## src/rtl/mux_demux_pkg.sv

```systemverilog
`default_nettype none
// +--------------------------------------------------------------------+
// | Package : mux_demux_pkg                                            |
// | Shared channel count, select width and round-robin reset pointer   |
// | for the 4-channel mux/demux stream family.                         |
// | Revision: 1.0 - initial release                                    |
// +--------------------------------------------------------------------+
package mux_demux_pkg;

  localparam int N_CH  = 4;
  localparam int SEL_W = 2;

  typedef logic [SEL_W-1:0] sel_t;
  typedef logic [N_CH-1:0]  ch_mask_t;

  // Pointer value after reset: "last served" = 3, so channel 0 goes first.
  localparam sel_t RR_LAST_RST = 2'd3;

endpackage
`default_nettype wire

```

## src/rtl/mux4to1_rr_stream_rr_arbiter4.sv

```systemverilog
`default_nettype none
// +--------------------------------------------------------------------+
// | Module  : rr_arbiter4                                              |
// | Purely combinational 4-way round-robin arbiter. Search starts at   |
// | last+1 and wraps modulo 4; the first requester found wins.         |
// | Revision: 1.0 - initial release                                    |
// +--------------------------------------------------------------------+
module rr_arbiter4
  import mux_demux_pkg::*;
(
  input  logic [N_CH-1:0]  req,
  input  logic [SEL_W-1:0] last,
  output logic [N_CH-1:0]  gnt_onehot,
  output logic [SEL_W-1:0] gnt_idx,
  output logic             gnt_any
);

  sel_t w_cand;

  // Walk the priority order from lowest to highest so the highest-priority
  // requester (last+1) is the final assignment and therefore wins.
  always_comb begin
    gnt_any = 1'b0;
    gnt_idx = '0;
    w_cand  = '0;
    for (int k = N_CH; k >= 1; k--) begin
      w_cand = last + sel_t'(k);
      if (req[w_cand]) begin
        gnt_any = 1'b1;
        gnt_idx = w_cand;
      end
    end
  end

  // One-hot form of the winning index, all zero when nobody requests.
  always_comb begin
    gnt_onehot = '0;
    if (gnt_any) begin
      gnt_onehot = {{(N_CH-1){1'b0}}, 1'b1} << gnt_idx;
    end
  end

endmodule
`default_nettype wire

```

## src/rtl/mux4to1_rr_stream.sv

```systemverilog
`default_nettype none
// +--------------------------------------------------------------------+
// | Module  : mux4to1_rr_stream                                        |
// | Merges four valid/ready channels onto one registered output beat,  |
// | tagging each beat with its source channel. Round-robin fairness.   |
// | Revision: 1.0 - initial release                                    |
// +--------------------------------------------------------------------+
module mux4to1_rr_stream
  import mux_demux_pkg::*;
#(
  parameter int WIDTH = 8
) (
  input  logic                  clk,
  input  logic                  rst_n,
  input  logic                  En,
  input  logic [N_CH-1:0]       d_valid,
  output logic [N_CH-1:0]       d_ready,
  input  logic [N_CH*WIDTH-1:0] d,
  output logic                  y_valid,
  input  logic                  y_ready,
  output logic [WIDTH-1:0]      y,
  output logic [SEL_W-1:0]      y_sel
);

  logic [WIDTH-1:0] w_ch [N_CH];
  logic [N_CH-1:0]  w_gnt_onehot;
  sel_t             w_gnt_idx;
  logic             w_gnt_any;
  logic             w_free;
  logic             w_accept;

  sel_t             r_last;
  logic             r_y_valid;
  logic [WIDTH-1:0] r_y;
  sel_t             r_y_sel;

  // Split the flat data bus into per-channel words.
  for (genvar gi = 0; gi < N_CH; gi++) begin : g_unpack
    assign w_ch[gi] = d[gi*WIDTH +: WIDTH];
  end

  rr_arbiter4 u_arb (
    .req        (d_valid),
    .last       (r_last),
    .gnt_onehot (w_gnt_onehot),
    .gnt_idx    (w_gnt_idx),
    .gnt_any    (w_gnt_any)
  );

  // Output slot can take a new beat when empty or draining this cycle;
  // y_ready reaches d_ready only through this term.
  assign w_free   = ~r_y_valid | y_ready;
  assign d_ready  = (En & w_free) ? w_gnt_onehot : '0;
  assign w_accept = |(d_valid & d_ready);

  // Output register and round-robin pointer; accept has priority over drain
  // so a drain-and-refill in one cycle keeps y_valid high.
  always_ff @(posedge clk or negedge rst_n) begin
    if (!rst_n) begin
      r_y_valid <= 1'b0;
      r_y       <= '0;
      r_y_sel   <= '0;
      r_last    <= RR_LAST_RST;
    end else if (w_accept) begin
      r_y_valid <= 1'b1;
      r_y       <= w_ch[w_gnt_idx];
      r_y_sel   <= w_gnt_idx;
      r_last    <= w_gnt_idx;
    end else if (r_y_valid && y_ready) begin
      r_y_valid <= 1'b0;
    end
  end

  assign y_valid = r_y_valid;
  assign y       = r_y;
  assign y_sel   = r_y_sel;

endmodule
`default_nettype wire

```

## config.mk

```make
export PLATFORM = sky130hd
export DESIGN_NAME = mux4to1_rr_stream
export DESIGN_NICKNAME = d
export VERILOG_FILES = /design/src/rtl/mux_demux_pkg.sv /design/src/rtl/mux4to1_rr_stream_rr_arbiter4.sv /design/src/rtl/mux4to1_rr_stream.sv
export SDC_FILE = /design/constraint.sdc
export NUM_CORES = 1
export LEC_CHECK = 0
export BUFFER_PORTS_ARGS = -buffer_cell sky130_fd_sc_hd__buf_2
export CAP_MARGIN = 10
export CORE_MARGIN = 2
export CORE_UTILIZATION = 40
export CTS_CLUSTER_SIZE = 12
export DETAILED_ROUTE_END_ITERATION = 12
export PLACE_DENSITY = 0.83
export REMOVE_ABC_BUFFERS = 1
export SLEW_MARGIN = 0
export SYNTH_ARGS = -nofsm -noshare
export SYNTH_HDL_FRONTEND = slang
export SYNTH_SLANG_ARGS = --single-unit
```

## constraint.sdc

```tcl
create_clock -name clk -period 2.5 [get_ports clk]
set_clock_uncertainty 0.1 [all_clocks]
set_input_delay 0 -clock clk [delete_from_list [all_inputs] [get_ports clk]]
set_output_delay 0 -clock clk [all_outputs]
set_load 0.005 [all_outputs]
```

==> results.py <==
metrics = {
    "power": {
        "vdd_drop_max_uv": 449.9,
        "p_total_mw": 0.8944,
        "p_per_area_nw_per_um2": 663.1,
        "leakage_nw": 0.6860,
    },
    "synthesis": {
        "ys_seq_area_frac": 0.3864,
        "synth-main-ff-cell": "dfrtp_1",
        "synthSimpleGateAreaFrac": 0.1578,
        "async_reset_ff_frac": 1.000,
        "syn_inst": 81,
        "avgSynthCellArea_um2": 10.47,
        "synth_top_family_by_area": "compound AO/OA/AOI/OAI gates",
        "synth-xor-area-share": 0,
        "synth_fa_ha_area_frac": 0,
        "synth_compound_area_frac": 0.2139,
        "synth.distinct_cells": 25,
        "yosysWarnings": 0,
        "muxShareOfSynthArea": 0.2006,
        "synth_edf_count": 0,
        "synth_area_um2": 848.3,
        "synth-seq-cells": 13,
    },
    "cts": {
        "cts-buffers-inserted": 3,
        "htreeDepth": 1,
        "clkSlewWorstSetupHoldPaths_ns": 0.08,
        "clockBufferDepth": 2,
        "clock_latency_ns": 0.27,
        "cts.sinks": 13,
        "post-cts-setup-buffer-count": 0,
        "cts_root_buf": "clkbuf_4",
        "cts_tree": "done",
    },
    "sta": {
        "slew_headroom": 0.5925,
        "finalMaxSlewViolations": 0,
        "tightest_slew_ns": 0.6105,
        "fin_hold_ws_ns": -0.0009484,
        "finalSetupViolations": 0,
        "min_period_over_period": 0.9547,
        "layout_min_cycle_time_ns": 2.387,
        "timing.fmax_mhz": 419.0,
        "rsz0062_at_grt": "no",
        "report.final.hold_viol_count": 2,
    },
    "detailed_routing": {
        "wirelength_um": 2378,
        "vias": 913,
        "drtIter0Drc": 11,
        "wire_per_inst_um": 13.14,
        "route.detailed.drc": 0,
        "vias_per_cell": 5.044,
        "firstDrtPassIters": 4,
        "ant_nets": 0,
    },
    "place": {
        "dp_hpwl_um": 1658,
        "port_buffers": 54,
        "gp_congestion": 0.7873,
    },
    "status": {
        "violations": "hold timing",
        "status": "finished, violations left",
    },
    "setup_path": {
        "worstPathArrival_ns": 2.42,
        "critical_path.top_delay_family": "buffers and inverters",
        "cp_cell_sequence": "o21ai_0 > a221oi_4 > buf_6 > mux2i_1 > dlygate4sd3_1 > a221oi_2",
        "crit_buf_inv": 2,
        "startpoint_type": "flip-flop",
        "worstRegToRegCells": 6,
        "cp_max_fo": 20,
        "rr_startpoint": "r_last[0]$_DFFE_PN1P_",
        "end_kind": "flip-flop",
        "slowest_stage": "dlygate4sd3_1",
        "timing.rr.end": "y[1]$_DFFE_PN0P_",
        "cp_slowest_stage_delay_ns": 0.61,
        "path_class": "flip-flop to flip-flop",
        "crit_path_start": "r_last[0]$_DFFE_PN1P_",
        "r2r_slack_ns": 0.11,
        "worstPathRequired_ns": 2.53,
    },
    "cells_and_area": {
        "drive_gt1_frac": 0.4675,
        "layout.nets": 195,
        "syn2layout_area_growth_pct": 59.00,
        "n_antenna_cell": 0,
        "final_common_cell": "buf_2",
        "final_cell_mix": "buf_2, mux2i_1, dlygate4sd3_1, nor2_1, dfrtp_1",
    },
    "floorplanning": {
        "rows": 16,
        "die_h_um": 50.05,
        "pin_count": 55,
        "core_um2": 1982,
        "dieArea_um2": 2505,
        "die_x_um": 50.05,
        "start_util": 0.4280,
    },
    "hold_path": {
        "worstHoldStart": "d[22]",
        "worstHoldEndpoint": "y[6]$_DFFE_PN0P_",
        "holdPathStages": 3,
        "hp-class": "input port to flip-flop",
    },
    "global_route": {
        "grt_overflow": 0,
        "grt_pass1_wl_um": 3981,
        "grt_pass1_vias": 904,
        "antenna_found_initial": 0,
        "grt_max_degree": 21,
        "grt_util_all_layers": 0.2124,
    },
    "job": {
        "max-cap-violations": 0,
    },
}
-- cell usage after synthesis, types with 2 or more instances --
| cell | n | share of area |
|---|---|---|
| mux2i_1 | 17 | 0.20 |
| nor2_1 | 13 | 0.058 |
| dfrtp_1 | 11 | 0.32 |
| a221oi_2 | 9 | 0.16 |
| nand2_1 | 8 | 0.035 |
| dfstp_2 | 2 | 0.062 |
| inv_1 | 2 | 0.0089 |
| nor3_1 | 2 | 0.012 |
-- power breakdown --
| group | switching (mW) | internal (mW) | leakage [nW] | total [mW] |
|---|---|---|---|---|
| Combinational | 0.203 | 0.231 | 0.528 | 0.434 |
| Clock | 0.0697 | 0.0619 | 0.0150 | 0.132 |
| Sequential | 0.0464 | 0.282 | 0.143 | 0.329 |
| Total | 0.319 | 0.575 | 0.686 | 0.894 |
-- worst min-delay path, delay by kind of cell --
family,cells,cell delay (ns)
buffers and inverters,1,0.10
AOI/OAI and AO/OA,1,0.09
muxes,1,0.16
-- registers in the layout, summed over array words and instances (netlist names) --
name,cells
y_valid,1
y_sel,2
r_last,2
y,8
-- metrics by stage --
step                      setup TNS, ns  utilization  worst slack (ns)  area, um^2  std cells
final                                 0       0.6806            0.1133        1349        181
after global routing                  0       0.6806          0.007818        1349        181
after CTS                             0       0.6787            0.1107        1345        181
after detailed placement              0       0.5846            0.4574        1159        161
after global placement                0       0.5846            0.5865        1159        161
after floorplan                 -0.6938            -          -0.08673       820.8         77
-- how the worst max path moves through the flow --
stage | endpoint | slack, ns | cells past startpoint
2_1_floorplan | y[0]$_DFFE_PN0P_ | -0.09 | 4
3_3_place_gp | d_ready[1] | 0.59 | 5
3_5_place_dp | y[0]$_DFFE_PN0P_ | 0.46 | 5
4_1_cts | y[3]$_DFFE_PN0P_ | 0.11 | 6
5_1_grt | y[1]$_DFFE_PN0P_ | 0.008 | 6
6_report | y[1]$_DFFE_PN0P_ | 0.11 | 6
-- kinds of logic (layout without fill, tap and decap cells) --
logic type / count (synthesis) / in the layout
compound gates: 15 / 15
buf+inv: 6 / 79
flops: 13 / 13
mux: 17 / 17
simple gates: 30 / 30
-- metal layers --
metal	up-vias	GRT usage	share of wire
li1	447	-	-
met1	415	0.2557	0.42
met2	45	0.3443	0.47
met3	6	0.04545	0.076
met4	0	0.1250	0.026
met5	-	0	0
-- layout make-up --
| type | count | area (um^2) |
|---|---|---|
| Inverter | 2 | 7.507 |
| Clock buffer | 4 | 26.28 |
| Sequential cell | 13 | 327.8 |
| Multi-Input combinational cell | 62 | 496.7 |
| Tap cell | 27 | 33.78 |
| Fill cell | 152 | 633.1 |
| Timing Repair Buffer | 73 | 456.7 |
-- repair_timing --
action,4_1_cts,5_1_grt
endpoints found under the setup margin,0,4
endpoints found under the hold margin,21,0
hold buffers,16,0
resized for setup,0,1
Power figures use the tool's default switching activity.
